## src/rtl/car_l2_pkg.sv

```systemverilog
// car_l2_pkg: shared constants and types for the L2 bank crossbar.
// Holds the two L2 alias bases and the address map classification.
package car_l2_pkg;

   localparam logic [47:0] L2InterlBase = 48'h0000_7800_0000;
   localparam logic [47:0] L2ContigBase = 48'h0000_7810_0000;

   typedef enum logic [1:0] {
      INTERLEAVE,
      CONTIGUOUS,
      DECERR
   } l2_map_e;

endpackage

```

## src/rtl/car_l2_bank_decode.sv

```systemverilog
// car_l2_bank_decode: byte address -> map type, bank and row.
// Purely combinational; one instance per requesting port.
module car_l2_bank_decode
   import car_l2_pkg::*;
#(
   parameter int unsigned AddrWidth = 48,
   parameter int unsigned DataWidth = 64,
   parameter int unsigned NumBank   = 4,
   parameter int unsigned BankWords = 2**14,
   parameter int unsigned BankBits  = $clog2(NumBank),
   parameter int unsigned RowWidth  = $clog2(BankWords),
   parameter int unsigned MemSize   = NumBank*BankWords*DataWidth/8,
   parameter logic [AddrWidth-1:0] InterlBase = AddrWidth'(L2InterlBase),
   parameter logic [AddrWidth-1:0] ContigBase = AddrWidth'(L2ContigBase)
) (
   input  logic [AddrWidth-1:0] addr_i,
   output l2_map_e              map_o,
   output logic [BankBits-1:0]  bank_o,
   output logic [RowWidth-1:0]  row_o
);

   localparam int unsigned ByteBits = $clog2(DataWidth/8);
   localparam int unsigned WordBits = BankBits + RowWidth;
   localparam logic [AddrWidth-1:0] Size = AddrWidth'(MemSize);

   logic [AddrWidth-1:0] off_il;
   logic [AddrWidth-1:0] off_ct;
   logic                 hit_il;
   logic                 hit_ct;
   logic [WordBits-1:0]  w_il;
   logic [WordBits-1:0]  w_ct;
   logic                 unused_off;

   // Offsets wrap below the base, so the lower-bound test is explicit.
   assign off_il = addr_i - InterlBase;
   assign off_ct = addr_i - ContigBase;
   assign hit_il = (addr_i >= InterlBase) && (off_il < Size);
   assign hit_ct = (addr_i >= ContigBase) && (off_ct < Size);
   assign w_il   = off_il[ByteBits +: WordBits];
   assign w_ct   = off_ct[ByteBits +: WordBits];

   assign unused_off = ^{off_il[ByteBits-1:0],
                         off_il[AddrWidth-1:ByteBits+WordBits],
                         off_ct[ByteBits-1:0],
                         off_ct[AddrWidth-1:ByteBits+WordBits]};

   // Interleaved: low word bits pick the bank; contiguous: high bits do.
   always_comb begin
      map_o  = DECERR;
      bank_o = '0;
      row_o  = '0;
      if (hit_il) begin
         map_o  = INTERLEAVE;
         bank_o = w_il[BankBits-1:0];
         row_o  = w_il[BankBits +: RowWidth];
      end else if (hit_ct) begin
         map_o  = CONTIGUOUS;
         bank_o = w_ct[RowWidth +: BankBits];
         row_o  = w_ct[RowWidth-1:0];
      end
   end

endmodule

```

## src/rtl/car_l2_bank_xbar.sv

```systemverilog
// car_l2_bank_xbar: multi-port, multi-bank L2 SRAM crossbar front-end.
// Optional ECC event counter: define CAR_L2_ECC_CNT_EN to build it.
module car_l2_bank_xbar
   import car_l2_pkg::*;
#(
   parameter int unsigned NumPort   = 2,
   parameter int unsigned NumBank   = 4,
   parameter int unsigned AddrWidth = 48,
   parameter int unsigned DataWidth = 64,
   parameter int unsigned BankWords = 2**14,
   parameter logic [AddrWidth-1:0] InterlBase = AddrWidth'(L2InterlBase),
   parameter logic [AddrWidth-1:0] ContigBase = AddrWidth'(L2ContigBase),
   localparam int unsigned RowWidth = $clog2(BankWords),
   localparam int unsigned StrbW    = DataWidth/8
) (
   input  logic                                clk_i,
   input  logic                                rst_i,
   input  logic [NumPort-1:0]                  req_i,
   output logic [NumPort-1:0]                  gnt_o,
   input  logic [NumPort-1:0][AddrWidth-1:0]   addr_i,
   input  logic [NumPort-1:0]                  we_i,
   input  logic [NumPort-1:0][DataWidth-1:0]   wdata_i,
   input  logic [NumPort-1:0][StrbW-1:0]       be_i,
   output logic [NumPort-1:0]                  rvalid_o,
   output logic [NumPort-1:0][DataWidth-1:0]   rdata_o,
   output logic [NumPort-1:0]                  err_o,
   output logic [NumBank-1:0]                  bank_req_o,
   output logic [NumBank-1:0]                  bank_we_o,
   output logic [NumBank-1:0][RowWidth-1:0]    bank_addr_o,
   output logic [NumBank-1:0][DataWidth-1:0]   bank_wdata_o,
   output logic [NumBank-1:0][StrbW-1:0]       bank_be_o,
   input  logic [NumBank-1:0][DataWidth-1:0]   bank_rdata_i,
   input  logic [NumBank-1:0]                  bank_ecc_err_i,
   input  logic                                ecc_clr_i,
   output logic                                ecc_error_o,
   output logic [15:0]                         ecc_cnt_o
);

   localparam int unsigned BankBits  = $clog2(NumBank);
   localparam int unsigned PortBits  = (NumPort > 1) ? $clog2(NumPort) : 1;
   localparam int unsigned L2MemSize = NumBank*BankWords*DataWidth/8;

   l2_map_e                           map   [NumPort];
   logic [NumPort-1:0][BankBits-1:0]  bank;
   logic [NumPort-1:0][RowWidth-1:0]  row;
   logic [NumPort-1:0]                req_act;
   logic [NumPort-1:0]                decerr;
   logic [NumBank-1:0][NumPort-1:0]   hit;
   logic [NumBank-1:0]                win_vld;
   logic [NumBank-1:0][PortBits-1:0]  win_idx;
   logic [NumBank-1:0][PortBits-1:0]  rr_d;
   logic [NumBank-1:0][PortBits-1:0]  rr_q;
   logic [NumPort-1:0]                rsp_valid_q;
   logic [NumPort-1:0][BankBits-1:0]  rsp_bank_q;
   logic [NumPort-1:0]                rsp_err_q;
   logic [NumPort-1:0]                rsp_we_q;
   logic                              ecc_hit;

   for (genvar p = 0; p < NumPort; p++) begin : g_dec
      car_l2_bank_decode #(
         .AddrWidth  (AddrWidth),
         .DataWidth  (DataWidth),
         .NumBank    (NumBank),
         .BankWords  (BankWords),
         .BankBits   (BankBits),
         .RowWidth   (RowWidth),
         .MemSize    (L2MemSize),
         .InterlBase (InterlBase),
         .ContigBase (ContigBase)
      ) u_dec (
         .addr_i (addr_i[p]),
         .map_o  (map[p]),
         .bank_o (bank[p]),
         .row_o  (row[p])
      );
   end

   // Requests are masked while in reset so every output idles at zero.
   assign req_act = req_i & {NumPort{~rst_i}};

   // Split requests into decode errors and per-bank candidates.
   always_comb begin
      decerr = '0;
      hit    = '0;
      for (int p = 0; p < NumPort; p++) begin
         decerr[p] = req_act[p] && (map[p] == DECERR);
         for (int b = 0; b < NumBank; b++) begin
            hit[b][p] = req_act[p] && (map[p] != DECERR)
                        && (bank[p] == BankBits'(b));
         end
      end
   end

   // Per-bank round robin: first requester at or after rr_q wins.
   always_comb begin
      int idx;
      idx     = 0;
      win_vld = '0;
      win_idx = '0;
      rr_d    = rr_q;
      for (int b = 0; b < NumBank; b++) begin
         for (int k = 0; k < NumPort; k++) begin
            idx = (int'(rr_q[b]) + k) % NumPort;
            if (!win_vld[b] && hit[b][PortBits'(idx)]) begin
               win_vld[b] = 1'b1;
               win_idx[b] = PortBits'(idx);
            end
         end
         if (win_vld[b]) begin
            rr_d[b] = PortBits'((int'(win_idx[b]) + 1) % NumPort);
         end
      end
   end

   // Decode errors are granted at once; bank traffic needs the winner slot.
   always_comb begin
      gnt_o = decerr;
      for (int p = 0; p < NumPort; p++) begin
         if (hit[bank[p]][p] && win_vld[bank[p]]
             && (win_idx[bank[p]] == PortBits'(p))) begin
            gnt_o[p] = 1'b1;
         end
      end
   end

   // Steer the winning port onto its bank; idle banks drive zeros.
   always_comb begin
      bank_req_o   = win_vld;
      bank_we_o    = '0;
      bank_addr_o  = '0;
      bank_wdata_o = '0;
      bank_be_o    = '0;
      for (int b = 0; b < NumBank; b++) begin
         if (win_vld[b]) begin
            bank_we_o[b]    = we_i[win_idx[b]];
            bank_addr_o[b]  = row[win_idx[b]];
            bank_wdata_o[b] = wdata_i[win_idx[b]];
            bank_be_o[b]    = be_i[win_idx[b]];
         end
      end
   end

   // Round-robin pointers advance only on a grant.
   always_ff @(posedge clk_i or posedge rst_i) begin
      if (rst_i) begin
         rr_q <= '0;
      end else begin
         rr_q <= rr_d;
      end
   end

   // Remember each grant so the response lands exactly one cycle later.
   always_ff @(posedge clk_i or posedge rst_i) begin
      if (rst_i) begin
         rsp_valid_q <= '0;
         rsp_bank_q  <= '0;
         rsp_err_q   <= '0;
         rsp_we_q    <= '0;
      end else begin
         rsp_valid_q <= gnt_o;
         rsp_bank_q  <= bank;
         rsp_err_q   <= decerr;
         rsp_we_q    <= we_i;
      end
   end

   // Return path: bank data for good responses, zero otherwise.
   always_comb begin
      rvalid_o = rsp_valid_q;
      err_o    = rsp_valid_q & rsp_err_q;
      rdata_o  = '0;
      ecc_hit  = 1'b0;
      for (int p = 0; p < NumPort; p++) begin
         if (rsp_valid_q[p] && !rsp_err_q[p]) begin
            rdata_o[p] = bank_rdata_i[rsp_bank_q[p]];
            if (!rsp_we_q[p] && bank_ecc_err_i[rsp_bank_q[p]]) begin
               ecc_hit = 1'b1;
            end
         end
      end
   end

   assign ecc_error_o = ecc_hit;

`ifdef CAR_L2_ECC_CNT_EN
   logic [15:0] ecc_cnt_d;
   logic [15:0] ecc_cnt_q;

   // Saturating event count; a clear beats a coincident error.
   always_comb begin
      ecc_cnt_d = ecc_cnt_q;
      if (ecc_clr_i) begin
         ecc_cnt_d = '0;
      end else if (ecc_hit && (ecc_cnt_q != 16'hFFFF)) begin
         ecc_cnt_d = ecc_cnt_q + 16'd1;
      end
   end

   // Counter register.
   always_ff @(posedge clk_i or posedge rst_i) begin
      if (rst_i) begin
         ecc_cnt_q <= '0;
      end else begin
         ecc_cnt_q <= ecc_cnt_d;
      end
   end

   assign ecc_cnt_o = ecc_cnt_q;
`else
   logic unused_clr;

   assign unused_clr = ecc_clr_i;
   assign ecc_cnt_o  = '0;
`endif

endmodule

```

## config.mk

```make
export PLATFORM = sky130hd
export DESIGN_NAME = car_l2_bank_xbar
export DESIGN_NICKNAME = d
export VERILOG_FILES = /design/src/rtl/car_l2_pkg.sv /design/src/rtl/car_l2_bank_decode.sv /design/src/rtl/car_l2_bank_xbar.sv
export SDC_FILE = /design/constraint.sdc
export NUM_CORES = 1
export LEC_CHECK = 0
export ABC_AREA = 1
export CORE_AREA = 2 2 395 397
export DETAILED_ROUTE_END_ITERATION = 8
export DIE_AREA = 0 0 397 399
export GPL_ROUTABILITY_DRIVEN = 1
export PLACE_DENSITY_LB_ADDON = 0.2
export SETUP_SLACK_MARGIN = 0.2
export SKIP_CTS_REPAIR_TIMING = 1
export SYNTH_ARGS = -nofsm -noshare
export SYNTH_HDL_FRONTEND = slang
export SYNTH_SLANG_ARGS = --single-unit
```

## constraint.sdc

```tcl
create_clock -name clk_i -period 13 [get_ports clk_i]
set_input_delay 3.25 -clock clk_i [delete_from_list [all_inputs] [get_ports clk_i]]
set_output_delay 3.25 -clock clk_i [all_outputs]
set_load 0.01 [all_outputs]
```

==> results of run 1 <==
==> registers in the layout, summed over array words and instances (netlist names) <==
| register | flops |
|---|---|
| rr_q | 4 |
| rsp_bank_q | 4 |
| rsp_err_q | 2 |
| rsp_we_q | 2 |
| rvalid_o | 2 |
==> report_power, final <==
| group | internal, mW | leakage (nW) | switching (mW) |
|---|---|---|---|
| combinational | 0.205 | 9.12 | 0.218 |
| sequential | 0.0445 | 0.175 | 0.000885 |
| clock | 0.0472 | 0.0442 | 0.0280 |
==> area by class of cell <==
| class | instances | share of cell area [%] |
|---|---|---|
| Inverter | 432 | 6.42 |
| Antenna cell | 12 | 0.119 |
| Clock buffer | 4 | 0.352 |
| Tap cell | 2044 | 10.1 |
| Timing Repair Buffer | 1028 | 40.6 |
| Sequential cell | 14 | 1.48 |
| Multi-Input combinational cell | 2030 | 40.9 |
==> layer usage <==
layer  share of wire, %  vias up  wire length (µm)
met2                 48      850             67100
li1                   -    10800                 -
met1                 43    10500             60200
met5              0.072        -               100
met4                1.3       18              1790
met3                7.5       99             10400
==> Yosys cell counts <==
library cell  instances  area share [%]
and2_1                4            0.19
nor4_1                7            0.33
o21ai_1               2           0.076
buf_1                11            0.31
a211oi_1            147             8.3
o211ai_1            132             7.5
buf_4                24             1.4
a21boi_0              1           0.057
conb_1                1           0.028
nor3_1               14            0.53
inv_1               426              12
a21oi_1             299              11
o22ai_1             175             8.3
inv_2                 6            0.17
o2111ai_1             1           0.066
nand3_2               1           0.076
nor3b_1               2            0.11
o21ai_0             210             8.0
nand3_1             112             4.2
a221oi_1              2            0.13
nor2_4                5            0.43
nor2_1              315             8.9
nor2_2                6            0.28
nand3b_1              4            0.23
mux2_2                5            0.43
nand4_1              33             1.6
nor4_4                1            0.16
nand2_1             508              14
clkbuf_1            156             4.4
ha_1                  2            0.19
xor2_1               15            0.99
dfrtp_1              14             2.7
nand2_4               1           0.085
buf_2                20            0.76
xnor2_1               1           0.066
and3_1                2           0.095
nand2_2               7            0.33
buf_6                 9            0.77
==> final timing paths <==
path	startpoint	end	slack (ns)	cells after the start
max	addr_i[27]	bank_wdata_o[199]	1.14	17
min	rr_q[0]	rr_q[0]	0.62	2
max reg2reg	rr_q[2]	rvalid_o[0]	11.26	3
min reg2reg	rr_q[0]	rr_q[0]	0.62	2
max in group asynchronous	rst_i	rsp_bank_q[2]	9.14	3
min in group asynchronous	rst_i	rsp_we_q[0]	3.58	3
==> logic make-up (layout without fill, tap and decap cells) <==
| family | Yosys count | count (layout) |
|---|---|---|
| flip-flops | 14 | 14 |
| adder cells (fa/ha/maj) | 2 | 2 |
| AND/OR/NAND/NOR | 1022 | 1022 |
| multiplexers | 5 | 5 |
| AO/OA/AOI/OAI | 969 | 969 |
| XOR/XNOR | 16 | 16 |
| buffers and inverters | 652 | 1464 |
| other | 1 | 28 |
==> worst reg2reg max path, stage by stage (launching register included) <==
cell	delay [ns]
dfrtp_4	0.71
a21oi_1	0.25
nor3_1	0.08
a21oi_1	0.53
==> stage by stage <==
stage / setup WS (ns) / utilization [%] / instances
2_1_floorplan: 4.05 / - / 2696
4_1_cts: 1.23 / 16.4 / 5552
5_1_grt: 0.849 / 16.4 / 5557
3_5_place_dp: 1.23 / 16.4 / 5548
6_report: 1.14 / 16.4 / 5564
3_3_place_gp: 1.29 / 16.4 / 5548
==> impl_metrics.py, run 1 <==
metrics = {
    "setup_path": {
        "startpoint_type": "primary input",
        "critPathCaptureType": "output pin",
        "cp.arrival_ns": 8.61,
        "crit_type": "primary input to output pin",
        "crit_buf_inv": 4,
        "path_cells": "clkdlybuf4s50_1 > ha_1 > nand3_1 > nand4_1 > nand2_1 > nand2_1 > nor2_1 > nand3_1 > nor2_2 > nand3_1 > nand2_2 > inv_2 > nor4_4 > nand2_4 > buf_4 > o22ai_1 > clkdlybuf4s50_1",
        "crit_slowest_cell": "clkdlybuf4s50_1",
        "crit_required_ns": 9.75,
        "critPathTopFamily": "simple AND/OR/NAND/NOR gates",
        "cpPeakStageDelay_ns": 0.62,
        "critPathMaxFanout": 40,
        "crit_path_frequent_cell": "nand3_1",
    },
    "final_layout": {
        "ff_latch_area_um2": 373,
        "final_cell_mix": "clkdlybuf4s50_1 (992), nand2_1 (505), inv_1 (426)",
        "design_area_mm2": 0.0253,
        "final_nets": 4018,
        "fillers": 17900,
        "final_common_cell": "clkdlybuf4s50_1",
        "syn2layout_area_growth_pct": 91.1,
        "drive_gt1_share_pct": 2.31,
        "multi_input_area_mm2": 0.0103,
    },
    "global_routing": {
        "grt_use_met1_pct": 21.2,
        "grt_pass1_vias": 21400,
        "gr-total-overflow": 0,
        "grt_pass1_wl_mm": 184,
        "grt_max_degree": 106,
        "gr-usage-all-layers_pct": 16.5,
        "met2_usage_pct": 28.1,
        "busiest_layer": "met2",
        "antenna_found_initial": 49,
        "met3_usage_pct": 4.38,
    },
    "synthesis": {
        "synth.distinct_cells": 38,
        "yosys.area_share.simple_pct": 32.0,
        "syn_inst": 2681,
        "synth_top_family_by_area": "compound AO/OA/AOI/OAI gates",
        "ys_seq_elements": 14,
        "synth.area.mux_share_pct": 0.426,
        "netlist_area_mm2": 0.0132,
        "ys_seq_area_share_pct": 2.65,
        "synth_xor_xnor_area_share_pct": 1.06,
        "synth_area_per_cell_um2": 4.93,
        "synth_fa_ha_area_share_pct": 0.189,
        "synth_compound_area_share_pct": 43.7,
        "yosysWarnings": 0,
    },
    "timing": {
        "tns_ns": 0,
        "finalSetupViolations": 0,
        "period_share_pct": 91.2,
        "final_max_slew_viol_count": 0,
        "hold_ws_ns": 0.618,
        "tightest_slew_ns": 1.09,
        "timing.fmax_ghz": 0.0843,
        "slew_headroom_pct": 27.1,
        "finClkSkew_ns": 0.00205,
        "fin_crit_ns": 11.86,
        "grt_setup_unrepaired": "no",
        "hold_violations": 0,
    },
    "die": {
        "row_count": 144,
        "die_w_um": 397,
        "die_h_um": 399,
        "coreArea_mm2": 0.154,
        "die_area_mm2": 0.158,
        "start_util_pct": 8.60,
        "io_pins": 1010,
    },
    "pwr": {
        "ir_worst_vdd_uv": 34.5,
        "p_leak_nw": 9.34,
        "power.density_mw_per_mm2": 21.5,
        "p_total_mw": 0.543,
    },
    "detailed_routing": {
        "routed_wirelength_mm": 140,
        "via_count": 22300,
        "drt_iter0_markers": 1913,
        "ant_nets": 0,
        "drt-pass1-iter-count": 5,
        "vias_per_cell": 4.00,
        "avgRoutedWirePerCell_um": 25.1,
        "drc": 0,
    },
    "place": {
        "dpl.hpwl_mm": 117,
        "place_congestion": 0.894,
        "dpl_cell_area_mm2": 0.0251,
        "port_buffers": 992,
    },
    "clock_tree": {
        "clockBufferDepth": 2,
        "htree_levels": 1,
        "root_buffer": "clkbuf_16",
        "cts_sinks": 14,
        "clk_pin_slew_ns": 0.06,
        "tritoncts": "built",
        "numCtsBuffers": 3,
        "clock_latency_ns": 0.27,
    },
    "flow_run": {
        "cap_violations": 0,
    },
    "worst_hold_path": {
        "hp-class": "flip-flop to flip-flop",
    },
    "status": {
        "status": "complete, no violations",
    },
}
Power figures use the tool's default switching activity.
==> run 2: changes to the inputs <==
- CORE_AREA: 2 2 395 397 -> 10 10 380 382
- DIE_AREA: 0 0 397 399 -> 0 0 390 392
==> impl_metrics.py, run 2 (same netlist as run 1, synthesis figures left out) <==
metrics = {
    "clock_tree": {
        "clock_latency_ns": 0.26,
        "clockBufferDepth": 2,
        "clk_pin_slew_ns": 0.06,
        "cts_sinks": 14,
        "tritoncts": "built",
        "root_buffer": "clkbuf_16",
        "numCtsBuffers": 3,
        "htree_levels": 1,
    },
    "setup_path": {
        "crit_path_frequent_cell": "nand2_1",
        "r2r-end": "rvalid_o[0]",
        "crit_required_ns": 9.75,
        "r2r_slack_ns": 11.41,
        "critPathCaptureType": "output pin",
        "critPathMaxFanout": 27,
        "path_cells": "clkdlybuf4s50_1 > ha_1 > nand3_1 > nand4_1 > nand2_1 > nand3_1 > nor2_1 > nand2_1 > nor2_1 > nand3_2 > buf_4 > nand2_1 > nand2_1 > nor3_1 > nand2_4 > inv_1 > o21ai_0 > a21oi_1 > clkdlybuf4s50_1",
        "startpoint_type": "primary input",
        "cp.arrival_ns": 8.70,
        "r2r_cells": 3,
        "cpPeakStageDelay_ns": 0.75,
        "worstReg2RegStart": "rr_q[1]",
        "crit_type": "primary input to output pin",
        "crit_slowest_cell": "clkdlybuf4s50_1",
    },
    "detailed_routing": {
        "drt_iter0_markers": 1363,
        "routed_wirelength_mm": 147,
        "vias_per_cell": 4.23,
        "via_count": 22500,
        "avgRoutedWirePerCell_um": 27.7,
        "drc": 0,
        "ant_nets": 0,
        "drt-pass1-iter-count": 8,
    },
    "timing": {
        "timing.fmax_ghz": 0.0836,
        "hold_violations": 0,
        "slew_headroom_pct": 28.6,
        "fin_crit_ns": 11.95,
        "final_max_slew_viol_count": 0,
        "tightest_slew_ns": 1.07,
        "finalSetupViolations": 0,
        "tns_ns": 0,
        "period_share_pct": 92.0,
        "finClkSkew_ns": 0.00252,
        "hold_ws_ns": 0.609,
        "grt_setup_unrepaired": "no",
    },
    "die": {
        "die_h_um": 392,
        "die_area_mm2": 0.153,
        "die_w_um": 390,
        "coreArea_mm2": 0.137,
        "row_count": 136,
        "io_pins": 1010,
        "start_util_pct": 9.66,
    },
    "final_layout": {
        "fillers": 16000,
        "syn2layout_area_growth_pct": 88.2,
        "top_regs": "rr_q x4, rsp_bank_q x4",
        "instances_no_fill": 5306,
        "final_common_cell": "clkdlybuf4s50_1",
        "final_nets": 4012,
        "drive_gt1_share_pct": 2.14,
        "multi_input_area_mm2": 0.0103,
        "ff_latch_area_um2": 373,
        "final_cell_mix": "clkdlybuf4s50_1 (992), nand2_1 (505), inv_1 (426)",
    },
    "worst_hold_path": {
        "whs_endpoint": "rr_q[0]",
        "hp-class": "flip-flop to flip-flop",
        "whs_path_depth": 2,
        "min-delay-start": "rr_q[0]",
    },
    "status": {
        "status": "complete, no violations",
    },
    "place": {
        "place_congestion": 0.884,
        "dpl.hpwl_mm": 123,
        "dp_cells": 5292,
        "port_buffers": 992,
    },
    "pwr": {
        "ir_worst_vdd_uv": 33.2,
        "p_leak_nw": 9.30,
        "power.density_mw_per_mm2": 21.7,
    },
    "global_routing": {
        "antenna_found_initial": 55,
        "gr-total-overflow": 0,
        "grt_pass1_vias": 22000,
        "grt_pass1_wl_mm": 195,
        "grt_max_degree": 104,
        "gr-usage-all-layers_pct": 17.8,
    },
    "flow_run": {
        "cap_violations": 0,
    },
}
## run 2: changes by cell type in the layout (fill, tap and decap cells not counted)
cell,before,now
inv_2,5,6
buf_4,31,27
diode_2,12,10
clkinv_2,1,0
buf_12,5,3
## run 2: area by class of cell
cell class                      count  area share [%]
Tap cell                         1794            9.02
Antenna cell                       10           0.101
Timing Repair Buffer             1022            41.0
Inverter                          432            6.52
Clock buffer                        4           0.357
Multi-Input combinational cell   2030            41.5
Sequential cell                    14            1.50
## run 2: metal layers
metal  wire length (µm)  track usage (%)  vias up
li1                   -                -    10700
met1              63500             22.9    10700
met2              69200             29.9      870
met3              12500             5.88      112
met4               1400             1.48       38
met5                233                0        -
## run 2: how the worst max path moves through the flow
stage                    start               to  slack, ns  cells after the start
global route        addr_i[27]  bank_addr_o[15]       0.61                     19
CTS                 addr_i[27]  bank_addr_o[15]       1.04                     19
floorplan           addr_i[27]  bank_addr_o[46]       4.05                     17
global placement    addr_i[27]  bank_addr_o[15]       1.06                     20
detailed placement  addr_i[27]  bank_addr_o[15]       1.04                     19
finish              addr_i[27]  bank_addr_o[15]       1.05                     19
## run 2: metrics by stage
step	area (µm²)	setup WS [ns]	total power [mW]	utilization, %
4_1_cts	24900	1.04	0.550	18.2
3_3_place_gp	24800	1.06	0.468	18.1
5_1_grt	24900	0.615	0.582	18.2
3_5_place_dp	24800	1.04	0.467	18.1
2_1_floorplan	13300	4.05	0.184	-
6_report	24900	1.05	0.539	18.2
## run 2: report_power, final
part / internal (mW) / switching, mW / leakage [nW]
combinational: 0.205 / 0.216 / 9.08
clock: 0.0471 / 0.0260 / 0.0442
sequential: 0.0445 / 0.000665 / 0.175
total: 0.296 / 0.243 / 9.30
## run 2: worst max-delay path: cells and delay by family
| family | cells | cell delay (ns) |
|---|---|---|
| adders and majority gates | 1 | 0.33 |
| buffers and inverters | 4 | 2.08 |
| AOI/OAI and AO/OA | 2 | 0.32 |
| and+or+nand+nor | 12 | 2.67 |
